**src/rtl/error_estimator_pkg.sv**
```systemverilog
// Shared definitions for the error_estimator block: default fixed-point
// geometry, the Q-format unit constant and the control FSM state encoding.
package estimator_pkg;

    localparam int WIDTH_DEF = 20;
    localparam int FRAC_DEF  = 10;
    localparam int CNT_W_DEF = 8;

    // 1.0 in the default Q format
    localparam int ONE = 1 << FRAC_DEF;

    typedef enum logic [1:0] {
        IDLE  = 2'd0,
        RUN   = 2'd1,
        DRAIN = 2'd2,
        DONE  = 2'd3
    } state_t;

endpackage

```
**src/rtl/error_estimator_qmul.sv**
```systemverilog
// Signed fixed-point multiply followed by an arithmetic right shift by FRAC.
// The full 2*WIDTH product is formed first; the result is truncated to OUT_W
// bits, so OUT_W = WIDTH gives ordinary wrapping Q arithmetic and
// OUT_W = 2*WIDTH keeps the whole shifted product.
module qmul #(
    parameter int WIDTH = 20,
    parameter int FRAC  = 10,
    parameter int OUT_W = WIDTH
) (
    input  logic signed [WIDTH-1:0] a,
    input  logic signed [WIDTH-1:0] b,
    output logic signed [OUT_W-1:0] q
);

    logic signed [2*WIDTH-1:0] prod;

    // Full-precision product, then shift and truncate to the output width
    always_comb begin
        prod = a * b;
        q    = OUT_W'(prod >>> FRAC);
    end

endmodule

```
**src/rtl/error_estimator.sv**
```systemverilog
// error_estimator: streams (x, y) samples through a two-stage pipeline and
// accumulates the sum of squared residuals y - (b0 + b1*x) in Q format.
//
// Optional feature: define ERROR_ESTIMATOR_SAT_EN to make the sse
// accumulator saturate at the largest positive WIDTH-bit value instead of
// wrapping modulo 2^WIDTH.
//
// Handshake: a sample transfers on a rising edge where in_valid && in_ready.
// in_ready is high only in RUN; the source may drop in_valid at any time
// (bubbles), and x/y/in_last are only looked at on transfer cycles.
module error_estimator
    import estimator_pkg::*;
#(
    parameter int WIDTH = WIDTH_DEF,
    parameter int FRAC  = FRAC_DEF,
    parameter int CNT_W = CNT_W_DEF
) (
    input  logic             clk,
    input  logic             rst,
    input  logic             start,
    input  logic [WIDTH-1:0] b0,
    input  logic [WIDTH-1:0] b1,
    input  logic             in_valid,
    output logic             in_ready,
    input  logic [WIDTH-1:0] x,
    input  logic [WIDTH-1:0] y,
    input  logic             in_last,
    output logic [WIDTH-1:0] sse,
    output logic [CNT_W-1:0] count,
    output logic             busy,
    output logic             done,
    output state_t           dbg_state
);

`ifdef ERROR_ESTIMATOR_SAT_EN
    // keep the whole square so an out-of-range term still saturates
    localparam int SQ_W = 2 * WIDTH;
`else
    localparam int SQ_W = WIDTH;
`endif

    state_t                  state;
    logic                    drain_cnt;
    logic signed [WIDTH-1:0] b0_q;
    logic signed [WIDTH-1:0] b1_q;

    logic                    take;
    logic signed [WIDTH-1:0] bx;
    logic signed [WIDTH-1:0] yhat;
    logic signed [WIDTH-1:0] err_c;

    logic                    v1;
    logic signed [WIDTH-1:0] err_q;
    logic signed [SQ_W-1:0]  sq;
    logic [WIDTH-1:0]        sse_next;

    assign take      = in_valid && in_ready;
    assign dbg_state = state;

    qmul #(.WIDTH(WIDTH), .FRAC(FRAC), .OUT_W(WIDTH)) u_bx (
        .a (b1_q),
        .b ($signed(x)),
        .q (bx)
    );

    qmul #(.WIDTH(WIDTH), .FRAC(FRAC), .OUT_W(SQ_W)) u_sq (
        .a (err_q),
        .b (err_q),
        .q (sq)
    );

    // Stage 1 combinational: prediction and residual for the sample on the bus
    always_comb begin
        yhat  = b0_q + bx;
        err_c = $signed(y) - yhat;
    end

`ifdef ERROR_ESTIMATOR_SAT_EN
    localparam logic [SQ_W:0] SSE_MAX = {{(SQ_W + 2 - WIDTH){1'b0}}, {(WIDTH - 1){1'b1}}};
    logic [SQ_W:0] sum_ext;

    // Saturating accumulate; sse never exceeds SSE_MAX so the sum cannot overflow
    always_comb begin
        sum_ext  = {1'b0, sq} + {{(SQ_W + 1 - WIDTH){1'b0}}, sse};
        sse_next = (sum_ext > SSE_MAX) ? SSE_MAX[WIDTH-1:0] : sum_ext[WIDTH-1:0];
    end
`else
    // Wrapping accumulate modulo 2^WIDTH
    always_comb begin
        sse_next = sse + $unsigned(sq);
    end
`endif

    // Control FSM with registered handshake/status outputs and coefficient latch
    always_ff @(posedge clk or negedge rst) begin
        if (!rst) begin
            state     <= IDLE;
            drain_cnt <= 1'b0;
            b0_q      <= '0;
            b1_q      <= '0;
            in_ready  <= 1'b0;
            busy      <= 1'b0;
            done      <= 1'b0;
        end else begin
            case (state)
                IDLE: begin
                    done <= 1'b0;
                    if (start) begin
                        state    <= RUN;
                        b0_q     <= $signed(b0);
                        b1_q     <= $signed(b1);
                        in_ready <= 1'b1;
                        busy     <= 1'b1;
                    end
                end
                RUN: begin
                    if (take && in_last) begin
                        state     <= DRAIN;
                        in_ready  <= 1'b0;
                        drain_cnt <= 1'b0;
                    end
                end
                DRAIN: begin
                    // two cycles let the last sample leave both stages
                    if (drain_cnt) begin
                        state <= DONE;
                        done  <= 1'b1;
                    end else begin
                        drain_cnt <= 1'b1;
                    end
                end
                DONE: begin
                    state <= IDLE;
                    done  <= 1'b0;
                    busy  <= 1'b0;
                end
                default: begin
                    state    <= IDLE;
                    in_ready <= 1'b0;
                    busy     <= 1'b0;
                    done     <= 1'b0;
                end
            endcase
        end
    end

    // Datapath: residual register, sample counter and sse accumulator
    always_ff @(posedge clk or negedge rst) begin
        if (!rst) begin
            v1    <= 1'b0;
            err_q <= '0;
            count <= '0;
            sse   <= '0;
        end else if (state == IDLE && start) begin
            v1    <= 1'b0;
            err_q <= '0;
            count <= '0;
            sse   <= '0;
        end else begin
            v1 <= take;
            if (take) begin
                err_q <= err_c;
                if (count != {CNT_W{1'b1}}) begin
                    count <= count + CNT_W'(1);
                end
            end
            if (v1) begin
                sse <= sse_next;
            end
        end
    end

endmodule

```
**config.mk**
```make
export PLATFORM = sky130hd
export DESIGN_NAME = error_estimator
export DESIGN_NICKNAME = d
export VERILOG_FILES = /design/src/rtl/error_estimator_pkg.sv /design/src/rtl/error_estimator_qmul.sv /design/src/rtl/error_estimator.sv
export SDC_FILE = /design/constraint.sdc
export NUM_CORES = 2
export LEC_CHECK = 0
export BUFFER_PORTS_ARGS = -buffer_cell sky130_fd_sc_hd__buf_2
export CAP_MARGIN = 30
export CORE_UTILIZATION = 30
export CTS_CLUSTER_SIZE = 28
export DETAILED_ROUTE_END_ITERATION = 16
export SLEW_MARGIN = 5
export SYNTH_ARGS = -nofsm -noshare
export SYNTH_HDL_FRONTEND = slang
export SYNTH_SLANG_ARGS = --single-unit
```
**constraint.sdc**
```tcl
create_clock -name clk -period 12.6 [get_ports clk]
set_clock_uncertainty 0.2 [all_clocks]
set_input_delay 0 -clock clk [delete_from_list [all_inputs] [get_ports clk]]
set_output_delay 0 -clock clk [all_outputs]
set_load 0.01 [all_outputs]
```
==> results.ini <==
[cts]
htree_levels=3
cts_root_buf=clkbuf_16
clk_pin_slew_ns=0.10
clk_latency_ns=0.43
numCtsBuffers=9
cts_tree=yes
cts.sinks=95
cts_buffer_depth=2

[worst_setup_path]
arrival_ns=9.77
cp_max_fo=21
worst-endpoint-required_ns=12.73
start_kind=flop
crit_type=flop to flop
crit_path_top_delay_cell=dfrtp_1
cpMostUsedCell=fa_1
slowest_delay_ns=0.77
cp-end-kind=flop

[grt]
grt_max_degree=56
grt_overflow=0
grt_pass1_wl_um=115800
grt.total_usage_pct=16.04
antenna_found_initial=1
grt_pass1_vias=21260

[logic_synthesis]
syn_inst=3047
synth_edf_count=0
synthesis.area_um2=27530
post-synth-top-count-cell=inv_1
synth_top_area_cell=fa_1
avgSynthCellArea_um2=9.035
synth_commonest_cells=inv_1 (811), fa_1 (611), nand2_1 (386), and2_1 (285), ha_1 (225)
async_flop_share_pct=100.0
ys.flop_type=dfrtp_1
synth_nets=3968
synth_area_leaders=fa_1 (44%), inv_1 (11%), ha_1 (10%)
ys_warn_count=0
ys_types=65
synth_seq_cells=95
yosys.area.top_type_share_pct=44.43
ys_seq_area_share_pct=8.636

[timing]
hold_viol=0
tightestPinTransition_ns=0.9313
rsz0062_at_grt=false
finalCritPeriodShare_pct=76.58
min_period_ns=9.649
fin_tns_setup_ns=0
final-max-slew-violation-count=0
slew_headroom_pct=37.91
max_freq_ghz=0.1036
setup_viol=0

[die]
die_w_um=304.9
design.die.area_um2=92980
initial_core_util_pct=30.44
io_pins=118
die_y_um=304.9
core-area_um2=90420
rows=110

[routing]
ant_nets=0
vias=19210
drtIter0Drc=908
detail_route.first_pass.iterations=5
avgViaCountPerCell=4.458
drt-total-wl_um=70250
drt-wirelength-per-cell_um=16.30
drc_errors=0

[min_path]
hp-class=input pin to flop

[placed_design]
port_buffers=117
dp.cells=4241
gp_congestion=0.8553
dp_hpwl_um=58100

[run_status]
status=finished clean

[cells_and_area]
utilization_pct=33.32
nets=4049
finalNonFillerCells=4309
diodes=0
drive_gt1_share_pct=5.330
area_growth_pct=9.440
num-fill-cells=9291

[run]
max-cap-violations=0

[what timing repair did]
| item | CTS | global route |
|---|---|---|
| hold buffers | 50 | 1 |
| hold endpoints to repair | 130 | 26 |
| setup buffers | 0 | 0 |
| gates resized for setup | 0 | 0 |
[placed cells by master (no fill, tap or decap), drive strengths merged, types with 51 or more instances in the layout]
master | netlist | routed
inv | 811 | 816
fa | 611 | 611
nand2 | 386 | 386
and2 | 285 | 285
ha | 225 | 225
buf | 2 | 136
nor2 | 100 | 100
dfrtp | 95 | 95
xnor2 | 84 | 84
a21oi | 58 | 58
dlygate4sd3 | 0 | 51
[final timing paths]
kind / slack, ns / to / start / cells after the start
min in group asynchronous: 0.38 / b1_q[15] / rst / 3
worst min register to register: 0.34 / b0_q[16] / b0_q[16] / 2
worst max-delay path: 2.95 / err_q[19] / b1_q[10] / 36
worst min-delay path: 0.1 / b1_q[16] / b1[16] / 4
worst max register to register: 2.95 / err_q[19] / b1_q[10] / 36
max in group asynchronous: 10.57 / err_q[13] / rst / 5
[kinds of logic (layout without fill, tap and decap cells)]
family / Yosys count / in the layout / share of synthesized area, %
fa+ha+maj: 836 / 836 / 54.66
compound gates: 176 / 176 / 4.200
buf+inv: 928 / 1014 / 12.66
xor+xnor: 116 / 116 / 3.691
other cells: 1 / 1 / 0.01362
mux: 19 / 19 / 0.6954
simple gates: 876 / 876 / 15.45
flops: 95 / 95 / 8.636
[state kept, by name, indices dropped and copies added, names as in the netlist, 2 cells and up]
name,count
b0_q,20
dbg_state,2
sse,20
count,8
err_q,20
b1_q,20
[through the flow]
stage | cell area [µm²] | worst slack, ns | hold WS, ns
after floorplan | 27530 | 3.900 | -0.4956
after global placement | 29290 | 3.019 | -0.02345
after detailed placement | 29290 | 2.882 | -0.01838
after CTS | 30100 | 2.836 | 0.05465
after global routing | 30130 | 2.254 | 0.09914
final | 30130 | 2.951 | 0.09536
[cell type report]
class                   count  area (µm²)  area share [%]
inverters                 811        3044           10.10
repair buffers            187        1254           4.161
multi-input cells        2024       21670           71.93
clock inverters             7       83.83          0.2783
clock buffers               9       225.2          0.7475
flip-flops and latches     95        2377           7.891
well taps                1176        1471           4.884
[layer usage]
layer,GRT usage [%],vias to the layer above,wire length [µm]
met5,0,-,10
li1,-,8986,-
met2,26.59,369,33120
met4,4.510,2,1675
met1,21.43,9787,32250
met3,2.747,66,3203
[worst max-delay path, delay by kind of cell (launching register included)]
family	cells	cell delay, ns
adders and majority gates	10	4.43
AOI/OAI and AO/OA	12	2.66
and+or+nand+nor	6	1.01
DFF	1	0.77
buffers and inverters	7	0.33
xor gates and xnor gates	1	0.11
Power is not shown: default switching activity piles up to over one toggle a cycle in this logic, so the estimate is an artifact.
